$ cat config.mk
export PLATFORM = sky130hd
export DESIGN_NAME = instr_encoder_loader
export DESIGN_NICKNAME = d
export VERILOG_FILES = /design/src/rtl/instr_encoder_loader.sv
export SDC_FILE = /design/constraint.sdc
export NUM_CORES = 1
export LEC_CHECK = 0
export CAP_MARGIN = 10
export CELL_PAD_IN_SITES_DETAIL_PLACEMENT = 1
export CELL_PAD_IN_SITES_GLOBAL_PLACEMENT = 2
export CORE_ASPECT_RATIO = 0.9
export CORE_MARGIN = 8
export CORE_UTILIZATION = 26
export CTS_CLUSTER_SIZE = 30
export DETAILED_ROUTE_END_ITERATION = 16
export HOLD_SLACK_MARGIN = 0.15
export PLACE_DENSITY_LB_ADDON = 0.2
export SLEW_MARGIN = 20
export SYNTH_ARGS = -nofsm -noshare
export SYNTH_HDL_FRONTEND = slang
export SYNTH_SLANG_ARGS = --single-unit
$ cat constraint.sdc
create_clock -name i_Clk -period 1.8 [get_ports i_Clk]
set_input_delay 0.27 -clock i_Clk [delete_from_list [all_inputs] [get_ports i_Clk]]
set_output_delay 0.27 -clock i_Clk [all_outputs]
set_load 0.05 [all_outputs]
$ cat src/rtl/instr_encoder_loader.sv
// Program loader: encodes symbolic RV32I instructions into 32-bit words and
// writes them into instruction memory at consecutive word addresses.
module instr_encoder_loader #(
    parameter int unsigned IMEM_AW = 6
) (
    input  logic               i_Clk,
    input  logic               i_Reset_n,
    input  logic               i_Start,
    input  logic               i_Valid,
    output logic               o_Ready,
    input  logic [2:0]         i_Class,
    input  logic [4:0]         i_Rd,
    input  logic [4:0]         i_Rs1,
    input  logic [4:0]         i_Rs2,
    input  logic [2:0]         i_Funct3,
    input  logic               i_Funct7b5,
    input  logic [31:0]        i_Imm,
    output logic               o_MemWE,
    output logic [IMEM_AW-1:0] o_MemAddr,
    output logic [31:0]        o_MemWData,
    output logic [IMEM_AW:0]   o_Count,
    output logic               o_Full,
    output logic               o_Error,
    output logic [1:0]         o_ErrCode
);

    typedef enum logic [1:0] {StIdle, StAccept, StWrite, StFull} state_t;

    localparam logic [1:0] ErrNone  = 2'b00;
    localparam logic [1:0] ErrClass = 2'b01;
    localparam logic [1:0] ErrRange = 2'b10;
    localparam logic [1:0] ErrAlign = 2'b11;

    // Count value seen in the WRITE cycle that fills the memory.
    localparam logic [IMEM_AW:0] LastCount = (IMEM_AW + 1)'((1 << IMEM_AW) - 1);

    state_t               state_q;
    logic                 ready_q;
    logic [IMEM_AW-1:0]   ptr_q;
    logic [IMEM_AW:0]     count_q;
    logic                 full_q;
    logic                 error_q;
    logic [1:0]           err_code_q;
    logic [31:0]          word_q;

    logic [31:0]          enc_word;
    logic [1:0]           enc_err;
    logic signed [31:0]   imm_s;
    logic                 in_i_range;
    logic                 in_b_range;
    logic                 in_j_range;

    assign imm_s      = signed'(i_Imm);
    assign in_i_range = (imm_s >= -32'sd2048) && (imm_s <= 32'sd2047);
    assign in_b_range = (imm_s >= -32'sd4096) && (imm_s <= 32'sd4095);
    assign in_j_range = (imm_s >= -32'sd1048576) && (imm_s <= 32'sd1048575);

    // Encode the current beat and classify it as legal or as the first-failing error.
    always_comb begin
        enc_word = 32'h0;
        enc_err  = ErrNone;
        unique case (i_Class)
            3'd0: begin
                enc_word = {i_Imm[11:0], i_Rs1, 3'b010, i_Rd, 7'b0000011};
                if (!in_i_range) enc_err = ErrRange;
            end
            3'd1: begin
                enc_word = {i_Imm[11:5], i_Rs2, i_Rs1, 3'b010, i_Imm[4:0], 7'b0100011};
                if (!in_i_range) enc_err = ErrRange;
            end
            3'd2: begin
                enc_word = {1'b0, i_Funct7b5, 5'b0, i_Rs2, i_Rs1, i_Funct3, i_Rd, 7'b0110011};
            end
            3'd3: begin
                enc_word = {i_Imm[12], i_Imm[10:5], i_Rs2, i_Rs1, 3'b000, i_Imm[4:1],
                            i_Imm[11], 7'b1100011};
                if (!in_b_range)   enc_err = ErrRange;
                else if (i_Imm[0]) enc_err = ErrAlign;
            end
            3'd4: begin
                enc_word = {i_Imm[11:0], i_Rs1, i_Funct3, i_Rd, 7'b0010011};
                if (!in_i_range) enc_err = ErrRange;
            end
            3'd5: begin
                enc_word = {i_Imm[20], i_Imm[10:1], i_Imm[11], i_Imm[19:12], i_Rd, 7'b1101111};
                if (!in_j_range)   enc_err = ErrRange;
                else if (i_Imm[0]) enc_err = ErrAlign;
            end
            default: begin
                enc_err = ErrClass;
            end
        endcase
    end

    // Session FSM with registered status outputs; i_Start overrides every state.
    always_ff @(posedge i_Clk or negedge i_Reset_n) begin
        if (!i_Reset_n) begin
            state_q    <= StIdle;
            ready_q    <= 1'b0;
            ptr_q      <= '0;
            count_q    <= '0;
            full_q     <= 1'b0;
            error_q    <= 1'b0;
            err_code_q <= 2'b00;
            word_q     <= 32'h0;
        end else if (i_Start) begin
            // Any same-cycle handshake or pending write is dropped.
            state_q    <= StAccept;
            ready_q    <= 1'b1;
            ptr_q      <= '0;
            count_q    <= '0;
            full_q     <= 1'b0;
            error_q    <= 1'b0;
            err_code_q <= 2'b00;
        end else begin
            unique case (state_q)
                StIdle: begin
                    ready_q <= 1'b0;
                end
                StAccept: begin
                    if (i_Valid && ready_q) begin
                        if (enc_err == ErrNone) begin
                            word_q  <= enc_word;
                            state_q <= StWrite;
                            ready_q <= 1'b0;
                        end else begin
                            error_q    <= 1'b1;
                            err_code_q <= enc_err;
                        end
                    end
                end
                StWrite: begin
                    // The pointer wraps to 0 exactly when the last slot is written.
                    ptr_q   <= ptr_q + 1'b1;
                    count_q <= count_q + 1'b1;
                    if (count_q == LastCount) begin
                        state_q <= StFull;
                        full_q  <= 1'b1;
                        ready_q <= 1'b0;
                    end else begin
                        state_q <= StAccept;
                        ready_q <= 1'b1;
                    end
                end
                StFull: begin
                    ready_q <= 1'b0;
                end
                default: begin
                    state_q <= StIdle;
                    ready_q <= 1'b0;
                end
            endcase
        end
    end

    // i_Start during WRITE suppresses the strobe in that same cycle.
    assign o_MemWE    = (state_q == StWrite) && !i_Start;
    assign o_Ready    = ready_q;
    assign o_MemAddr  = ptr_q;
    assign o_MemWData = word_q;
    assign o_Count    = count_q;
    assign o_Full     = full_q;
    assign o_Error    = error_q;
    assign o_ErrCode  = err_code_q;

endmodule

==> results of run 1 <==
-- routing by layer --
metal | GRT usage, % | vias up
li1 | - | 1302
met1 | 17.1 | 1315
met2 | 23.3 | 72
met3 | 4.59 | 13
met4 | 3.60 | 0
met5 | 0 | -
-- cell usage after synthesis (3+ instances only) --
library cell   n  share of area [%]
inv_1         13                1.7
nand2_1       28                3.7
or3_1          4               0.89
mux2_4        22                 12
o2bb2ai_1      5                1.6
a21oi_1       14                2.5
a22o_1         7                2.2
nor2b_1        3               0.67
clkbuf_1       8                1.1
o21ai_0       12                2.1
buf_6          3                1.2
nor2_1        23                3.1
or4_1          3               0.80
xor2_1         8                2.5
dfrtp_1       50                 44
mux2i_1       12                4.3
nand4_1       11                2.4
nand2b_1       3               0.67
a22oi_1        7                1.9
-- metrics by stage --
| stage | worst slack, ps | TNS [ps] | total power (W) | hold slack [ps] |
|---|---|---|---|---|
| after floorplan | -389 | -10330 | 0.00314 | -25.6 |
| after global placement | -821 | -27960 | 0.00403 | 286 |
| after detailed placement | -882 | -29760 | 0.00406 | 289 |
| after CTS | -314 | -9150 | 0.00525 | 503 |
| after global routing | -441 | -13590 | 0.00547 | 527 |
| final | -371 | -10840 | 0.00524 | 487 |
-- worst min-delay path: stages --
cell and delay, ps:
dlygate4sd3_1 520, buf_2 120, buf_12 270
-- power by group through the flow --
stage	combinational (W)	sequential [W]	clock, W
after floorplan	0.000573	0.00256	0
after global placement	0.00243	0.00160	0
after detailed placement	0.00246	0.00161	0
after CTS	0.00249	0.00159	0.00117
after global routing	0.00262	0.00163	0.00122
final	0.00250	0.00159	0.00115
-- logic make-up (layout without fill, tap and decap cells) --
group	Yosys count	count (layout)	share of synthesized area (%)
and+or+nand+nor	87	87	15.7
DFF	50	50	44.4
adders and majority gates	2	2	0.888
xor gates and xnor gates	8	8	2.49
buffers and inverters	28	190	4.80
AOI/OAI and AO/OA	62	62	15.7
other	0	1	0
muxes	34	34	16.0
-- layout make-up --
class / count / area [µm²]
diodes: 1 / 2.50
clock buffers: 5 / 125
clock inverters: 3 / 48.8
fillers: 1203 / 5940
inverters: 13 / 48.8
multi-input cells: 193 / 1520
flip-flops and latches: 50 / 1250
well taps: 133 / 166
repair buffers: 169 / 1570
-- registers in the layout, indices dropped and copies added, names as in the netlist --
register / cells
o_Full: 1
o_Error: 1
o_ErrCode: 2
o_MemAddr: 6
o_MemWData: 30
state_q: 2
o_Count: 7
o_Ready: 1
-- timing repair --
| action | CTS | global route |
|---|---|---|
| hold endpoints to repair | 50 | 0 |
| pin swaps | 16 | 9 |
| hold buffers | 1 | 0 |
| buffers inserted | 5 | 10 |
| gates resized for setup | 72 | 20 |
| endpoints found under the setup margin | 36 | 39 |
| gates cloned | 3 | 0 |
-- how the worst max path moves through the flow --
| stage | to | slack (ps) |
|---|---|---|
| 2_1_floorplan | o_MemWData[12] | -390 |
| 3_3_place_gp | o_MemWData[23] | -820 |
| 3_5_place_dp | o_MemWData[9] | -880 |
| 4_1_cts | o_MemWData[30] | -310 |
| 5_1_grt | o_MemWData[30] | -440 |
| 6_report | o_MemWData[30] | -370 |
==> metrics.txt, run 1 <==
# TYPE chip_impl_metric gauge
chip_impl_metric{name="postSynthNetCount",unit=""} 331
chip_impl_metric{name="dpl-instance-area",unit="µm²"} 4280
chip_impl_info{name="worst-setup-path-type",value="primary input to flip-flop"} 1
chip_impl_metric{name="die-area",unit="µm²"} 14400
chip_impl_info{name="outcome",value="finished, violations left"} 1
chip_impl_metric{name="p_per_area",unit="nW/µm²"} 1110
chip_impl_metric{name="route.met2.wl",unit="mm"} 4.83
chip_impl_metric{name="ant_nets",unit=""} 0
chip_impl_info{name="grt_setup_unrepaired",value="yes"} 1
chip_impl_metric{name="synth-edff-count",unit=""} 0
chip_impl_metric{name="post_layout_nonfiller_instances",unit=""} 567
chip_impl_info{name="most-common-layout-cells",value="buf_4 (78), dfrtp_1 (49), clkdlybuf4s50_1 (48), nand2_1 (28), mux2_4 (22)"} 1
chip_impl_metric{name="synthArstFlopShare",unit="%"} 100
chip_impl_info{name="top_layer_used",value="met4"} 1
chip_impl_metric{name="final_routed_wirelength_across_all_metal_layers",unit="mm"} 10.2
chip_impl_metric{name="worst_ir_drop_vdd",unit="mV"} 0.599
chip_impl_metric{name="combPwrFrac",unit="%"} 47.8
chip_impl_metric{name="maximum_clock_skew_at_final_layout",unit="ps"} 11.3
chip_impl_metric{name="place.gp.congestion",unit=""} 0.767
chip_impl_metric{name="floorplan.initialDensity",unit="%"} 26.4
chip_impl_info{name="layout.cells.most_common",value="buf_4"} 1
chip_impl_metric{name="sw_frac_of_total",unit="%"} 41.6
chip_impl_metric{name="dieWidth",unit="µm"} 126
chip_impl_info{name="regToRegStartpoint",value="state_q[1]"} 1
chip_impl_metric{name="drt_first_pass_iters",unit=""} 4
chip_impl_metric{name="finalMaxSlewViolations",unit=""} 0
chip_impl_metric{name="clock_power_share",unit="%"} 22.0
chip_impl_metric{name="nNetsFinal",unit=""} 492
chip_impl_info{name="cts_tree",value="built"} 1
chip_impl_metric{name="groute.usage.overall",unit="%"} 13.9
chip_impl_metric{name="mappedNetlistArea",unit="µm²"} 2820
chip_impl_metric{name="finalCriticalPeriod",unit="ps"} 2170
chip_impl_info{name="rr_endpoint",value="o_MemWData[30]"} 1
chip_impl_metric{name="postSynthRegisterBits",unit=""} 50
chip_impl_metric{name="first_global_vias",unit=""} 3071
chip_impl_metric{name="stdcell_area",unit="µm²"} 4730
chip_impl_metric{name="grt-ovfl-total",unit=""} 0
chip_impl_metric{name="drt-wirelength-per-cell",unit="µm"} 18.0
chip_impl_metric{name="routed_via_density",unit=""} 4.77
chip_impl_metric{name="timing.max_slew.rel_slack",unit="%"} 66.1
chip_impl_metric{name="intPower",unit="W"} 0.00306
chip_impl_metric{name="wl_met1",unit="mm"} 4.57
chip_impl_metric{name="crit_required",unit="ps"} 1990
chip_impl_metric{name="io_pins",unit=""} 109
chip_impl_metric{name="vias",unit=""} 2702
chip_impl_metric{name="layout_setup_ws",unit="ps"} -371
chip_impl_metric{name="setup_viol",unit=""} 36
chip_impl_info{name="timing.critical_path.cells",value="buf_6, or4_4, nor3_4, o21ai_2, a211oi_4, nand3_4, buf_6, buf_16, mux2_4"} 1
chip_impl_metric{name="clk_pin_slew_worst_paths",unit="ps"} 80
chip_impl_metric{name="met3_length",unit="µm"} 673
chip_impl_metric{name="dp.cells",unit=""} 542
chip_impl_info{name="path_delay_family",value="simple AND/OR/NAND/NOR gates"} 1
chip_impl_metric{name="dr.first_iter.drc_count",unit=""} 79
chip_impl_metric{name="wire_length_of_the_first_global_routing_pass",unit="mm"} 16.1
chip_impl_info{name="min_path_type",value="primary input to asynchronous set/reset pin"} 1
chip_impl_metric{name="p_switching",unit="W"} 0.00218
chip_impl_metric{name="syn_to_final_growth",unit="%"} 68.0
chip_impl_metric{name="port_buffers",unit=""} 108
chip_impl_metric{name="static-leakage-power",unit="nW"} 2.33
chip_impl_metric{name="finalHoldViolations",unit=""} 0
chip_impl_metric{name="cts.path.max_buffers",unit=""} 2
chip_impl_metric{name="worstPathBufferInverterCount",unit=""} 3
chip_impl_metric{name="syn_area_per_cell",unit="µm²"} 10.4
chip_impl_metric{name="fin_crit_sh",unit="%"} 121
chip_impl_metric{name="worst-path-max-fanout",unit=""} 5
chip_impl_metric{name="number_of_antenna_violations_at_the_first_check_in_global_routing",unit=""} 1
chip_impl_metric{name="worstMarginPinSlew",unit="ps"} 506
chip_impl_metric{name="max_cap_viol_count",unit=""} 0
chip_impl_info{name="setup.worst_path.start_class",value="primary input"} 1
chip_impl_metric{name="biggest_cell_delay_along_the_critical_path",unit="ps"} 540
chip_impl_info{name="violated_checks",value="setup timing"} 1
chip_impl_metric{name="number_of_unique_standard_cell_types_used_by_synthesis",unit=""} 46
chip_impl_metric{name="rows",unit=""} 36
chip_impl_info{name="endpoint_kind",value="flip-flop"} 1
chip_impl_info{name="yosys_most_used_dff",value="dfrtp_1"} 1
chip_impl_metric{name="synth-seq-area-share",unit="%"} 44.4
chip_impl_metric{name="clock_latency",unit="ps"} 300
chip_impl_metric{name="yosysWarnings",unit=""} 0
chip_impl_info{name="critical_path.startpoint",value="i_Imm[29]"} 1
chip_impl_metric{name="dpl.hpwl",unit="mm"} 7.37
chip_impl_metric{name="die-height",unit="µm"} 115
chip_impl_metric{name="cts_buffers",unit=""} 5
chip_impl_metric{name="drc_errors",unit=""} 0
chip_impl_metric{name="cts_num_sinks",unit=""} 50
chip_impl_info{name="cts-root-buf",value="clkbuf_16"} 1
chip_impl_metric{name="clock_tree.htree_level_count",unit=""} 2
chip_impl_info{name="crit_top_cell",value="buf_6"} 1
chip_impl_metric{name="rr_worst_depth",unit=""} 7
chip_impl_metric{name="core_region_area",unit="µm²"} 10700
chip_impl_metric{name="fmax",unit="GHz"} 0.461
chip_impl_metric{name="worst-r2r-setup-slack",unit="ps"} -20
chip_impl_metric{name="share_seq_of_total_power",unit="%"} 30.3
chip_impl_metric{name="grt_start_max_net_pins",unit=""} 51
chip_impl_metric{name="crit_cells",unit=""} 9
chip_impl_metric{name="critPathArrivalTime",unit="ps"} 2360
chip_impl_metric{name="final_core_util",unit="%"} 44.3
chip_impl_metric{name="synthesis.instances",unit=""} 271
chip_impl_info{name="cp_slowest_cell",value="or4_4"} 1
chip_impl_metric{name="drive_above_1_share",unit="%"} 36.5
Note: power is estimated with default switching activity, not from simulation.
==> inputs of run 2 (changes only) <==
- GPL_ROUTABILITY_DRIVEN: unset -> 0
==> results of run 2 <==
No change in the layout: final DEF, timing and power equal those of run 1.
==> inputs of run 3 (changes only) <==
- CAP_MARGIN: 10 -> unset
- CELL_PAD_IN_SITES_DETAIL_PLACEMENT: 1 -> unset
- CELL_PAD_IN_SITES_GLOBAL_PLACEMENT: 2 -> unset
- CORE_UTILIZATION: 26 -> 44
==> metrics.txt, run 3 (synthesized netlist as in run 1, its figures left out) <==
# TYPE chip_impl_metric gauge
chip_impl_metric{name="io_pins",unit=""} 109
chip_impl_metric{name="timing.max_slew.rel_slack",unit="%"} 64.6
chip_impl_metric{name="drive_above_1_share",unit="%"} 34.7
chip_impl_info{name="endpoint_kind",value="flip-flop"} 1
chip_impl_metric{name="routed_via_density",unit=""} 5.17
chip_impl_metric{name="worst_ir_drop_vdd",unit="mV"} 1.19
chip_impl_metric{name="setup_viol",unit=""} 34
chip_impl_info{name="worst-setup-path-type",value="primary input to flip-flop"} 1
chip_impl_info{name="timing.critical_path.cells",value="buf_6, or4_4, nor3_4, o21ai_2, a211oi_4, nand3_2, buf_6, buf_12, mux2_4"} 1
chip_impl_metric{name="finalCriticalPeriod",unit="ps"} 2110
chip_impl_metric{name="port_buffers",unit=""} 108
chip_impl_info{name="min_path_type",value="primary input to asynchronous set/reset pin"} 1
chip_impl_metric{name="met1_demand_to_capacity_share_in_global_routing",unit="%"} 23.0
chip_impl_info{name="path_delay_family",value="simple AND/OR/NAND/NOR gates"} 1
chip_impl_info{name="violated_checks",value="setup timing"} 1
chip_impl_info{name="layout.cells.most_common",value="buf_4"} 1
chip_impl_metric{name="grt-ovfl-total",unit=""} 0
chip_impl_metric{name="intPower",unit="W"} 0.00280
chip_impl_metric{name="share_seq_of_total_power",unit="%"} 32.9
chip_impl_metric{name="fmax",unit="GHz"} 0.474
chip_impl_metric{name="clock_power_share",unit="%"} 16.1
chip_impl_metric{name="grt.met3_usage",unit="%"} 5.74
chip_impl_metric{name="fin_crit_sh",unit="%"} 117
chip_impl_metric{name="clock_latency",unit="ps"} 290
chip_impl_metric{name="finalHoldViolations",unit=""} 0
chip_impl_metric{name="clock_tree.htree_level_count",unit=""} 2
chip_impl_metric{name="drc_errors",unit=""} 0
chip_impl_metric{name="dieWidth",unit="µm"} 100
chip_impl_metric{name="die-height",unit="µm"} 91.9
chip_impl_metric{name="p_per_area",unit="nW/µm²"} 1080
chip_impl_info{name="cp_slowest_cell",value="or4_4"} 1
chip_impl_metric{name="use_met2",unit="%"} 32.4
chip_impl_metric{name="grt_start_max_net_pins",unit=""} 33
chip_impl_metric{name="antenna_cells_inserted",unit=""} 0
chip_impl_metric{name="cts_num_sinks",unit=""} 50
chip_impl_info{name="cts_tree",value="built"} 1
chip_impl_info{name="cts-root-buf",value="clkbuf_8"} 1
chip_impl_metric{name="syn_to_final_growth",unit="%"} 60.1
chip_impl_info{name="globalRoute.busiestLayer",value="met2"} 1
chip_impl_metric{name="dp.cells",unit=""} 497
chip_impl_metric{name="dpl.hpwl",unit="mm"} 6.67
chip_impl_metric{name="sw_frac_of_total",unit="%"} 42.5
chip_impl_info{name="crit_top_cell",value="buf_6"} 1
chip_impl_metric{name="vias",unit=""} 2668
chip_impl_metric{name="p_switching",unit="W"} 0.00206
chip_impl_metric{name="worstMarginPinSlew",unit="ps"} 530
chip_impl_metric{name="cts.path.max_buffers",unit=""} 2
chip_impl_metric{name="number_of_flip_flops_under_the_largest_register_name",unit=""} 30
chip_impl_metric{name="biggest_cell_delay_along_the_critical_path",unit="ps"} 550
chip_impl_metric{name="static-leakage-power",unit="nW"} 2.23
chip_impl_info{name="most-common-layout-cells",value="buf_4 (80), dfrtp_1 (49), clkdlybuf4s50_1 (48), nand2_1 (28), mux2_4 (22)"} 1
chip_impl_metric{name="maximum_clock_skew_at_final_layout",unit="ps"} 5.07
chip_impl_metric{name="worstPathBufferInverterCount",unit=""} 3
chip_impl_metric{name="core_region_area",unit="µm²"} 6150
chip_impl_metric{name="drt-wirelength-per-cell",unit="µm"} 17.1
chip_impl_metric{name="fillCellCount",unit=""} 458
chip_impl_metric{name="first_global_vias",unit=""} 2894
chip_impl_metric{name="nNetsFinal",unit=""} 488
chip_impl_metric{name="finalMaxSlewViolations",unit=""} 0
chip_impl_metric{name="final_routed_wirelength_across_all_metal_layers",unit="mm"} 8.81
chip_impl_metric{name="die-area",unit="µm²"} 9220
chip_impl_metric{name="cts_buffers",unit=""} 5
chip_impl_metric{name="layout_setup_ws",unit="ps"} -312
chip_impl_metric{name="wire_length_of_the_first_global_routing_pass",unit="mm"} 14.3
chip_impl_metric{name="dr.first_iter.drc_count",unit=""} 68
chip_impl_info{name="grt_setup_unrepaired",value="yes"} 1
chip_impl_metric{name="crit_required",unit="ps"} 1990
chip_impl_metric{name="post_layout_nonfiller_instances",unit=""} 516
chip_impl_metric{name="drt_first_pass_iters",unit=""} 4
chip_impl_metric{name="floorplan.initialDensity",unit="%"} 45.8
chip_impl_metric{name="critPathArrivalTime",unit="ps"} 2300
chip_impl_metric{name="clk_pin_slew_worst_paths",unit="ps"} 90
chip_impl_metric{name="combPwrFrac",unit="%"} 51.0
chip_impl_metric{name="groute.usage.overall",unit="%"} 19.3
chip_impl_metric{name="power",unit="W"} 0.00486
chip_impl_info{name="setup.worst_path.start_class",value="primary input"} 1
chip_impl_metric{name="max_cap_viol_count",unit=""} 0
chip_impl_metric{name="ant_nets",unit=""} 0
chip_impl_metric{name="worst-path-max-fanout",unit=""} 7
chip_impl_metric{name="rows",unit=""} 27
chip_impl_metric{name="number_of_antenna_violations_at_the_first_check_in_global_routing",unit=""} 0
chip_impl_info{name="outcome",value="finished, violations left"} 1
==> run 3: cell count changes in the layout (fill, tap and decap cells not counted), moves of 2 or more <==
| cell | previous run | this run |
|---|---|---|
| buf_4 | 78 | 80 |
| dlygate4sd2_1 | 11 | 9 |
| or4_1 | 0 | 2 |
| buf_12 | 5 | 3 |
| or4_4 | 5 | 3 |
| clkdlybuf4s15_1 | 1 | 4 |
| clkbuf_8 | 0 | 5 |
| clkbuf_16 | 5 | 0 |
| buf_6 | 10 | 7 |
==> run 3: stage by stage <==
stage               cell area (µm²)  TNS [ps]  util [%]  hold WS (ps)  worst slack [ps]
global route                   4510    -10560      73.4           531              -368
detailed placement             4210    -28430      68.5           236              -857
global placement               4210    -27290      68.5           235              -815
floorplan                      2820    -10330         -         -25.6              -389
CTS                            4470     -6430      72.6           491              -247
finish                         4510     -8600      73.4           486              -312
==> run 3: repair_timing <==
| action | 4_1_cts | 5_1_grt |
|---|---|---|
| setup buffers | 7 | 2 |
| setup endpoints to repair | 36 | 37 |
| hold buffers | 1 | 0 |
| cloned | 3 | 0 |
| endpoints found under the hold margin | 18 | 0 |
| gates resized for setup | 70 | 10 |
| pin swaps | 16 | 5 |
==> run 3: cell type report <==
type | instances | area (µm²) | share of cell area, %
clock buffers | 6 | 72.6 | 1.61
multi-input cells | 193 | 1490 | 33.1
well taps | 87 | 109 | 2.41
clock inverters | 2 | 37.5 | 0.832
repair buffers | 165 | 1500 | 33.2
flip-flops and latches | 50 | 1250 | 27.8
inverters | 13 | 48.8 | 1.08
==> run 3: final timing paths <==
kind / from / to / slack [ps] / depth (start not counted)
min in group i_Clk: o_Error / o_Error / 520 / 1
max reg2reg: state_q[1] / o_MemWData[9] / -40 / 7
max: i_Imm[31] / o_MemWData[9] / -310 / 9
min: i_Reset_n / o_MemWData[20] / 490 / 2
max in group asynchronous: i_Reset_n / o_Count[0] / 780 / 3
min reg2reg: o_Error / o_Error / 520 / 1
==> run 3: metal layers <==
layer  wire length, µm  part of all wire (%)  vias up
met1              3820                    43     1279
met2              4250                    48       81
li1                  -                     -     1293
met4               159                   1.8        0
met5                 0                     0        -
met3               585                   6.6       15
==> run 3: worst register-to-register path, cell delays in order (launching register included) <==
cell and delay [ps]:
dfrtp_1 440, inv_1 150, nand4_1 150, nor2_1 240, nand3_2 150, buf_6 170
buf_12 140, mux2_4 300
==> run 3: power groups by stage <==
stage	sequential, W	combinational [W]	clock, W
6_report	0.00160	0.00248	0.000780
5_1_grt	0.00163	0.00259	0.000833
4_1_cts	0.00160	0.00247	0.000802
3_5_place_dp	0.00161	0.00245	0
3_3_place_gp	0.00161	0.00241	0
2_1_floorplan	0.00256	0.000573	0
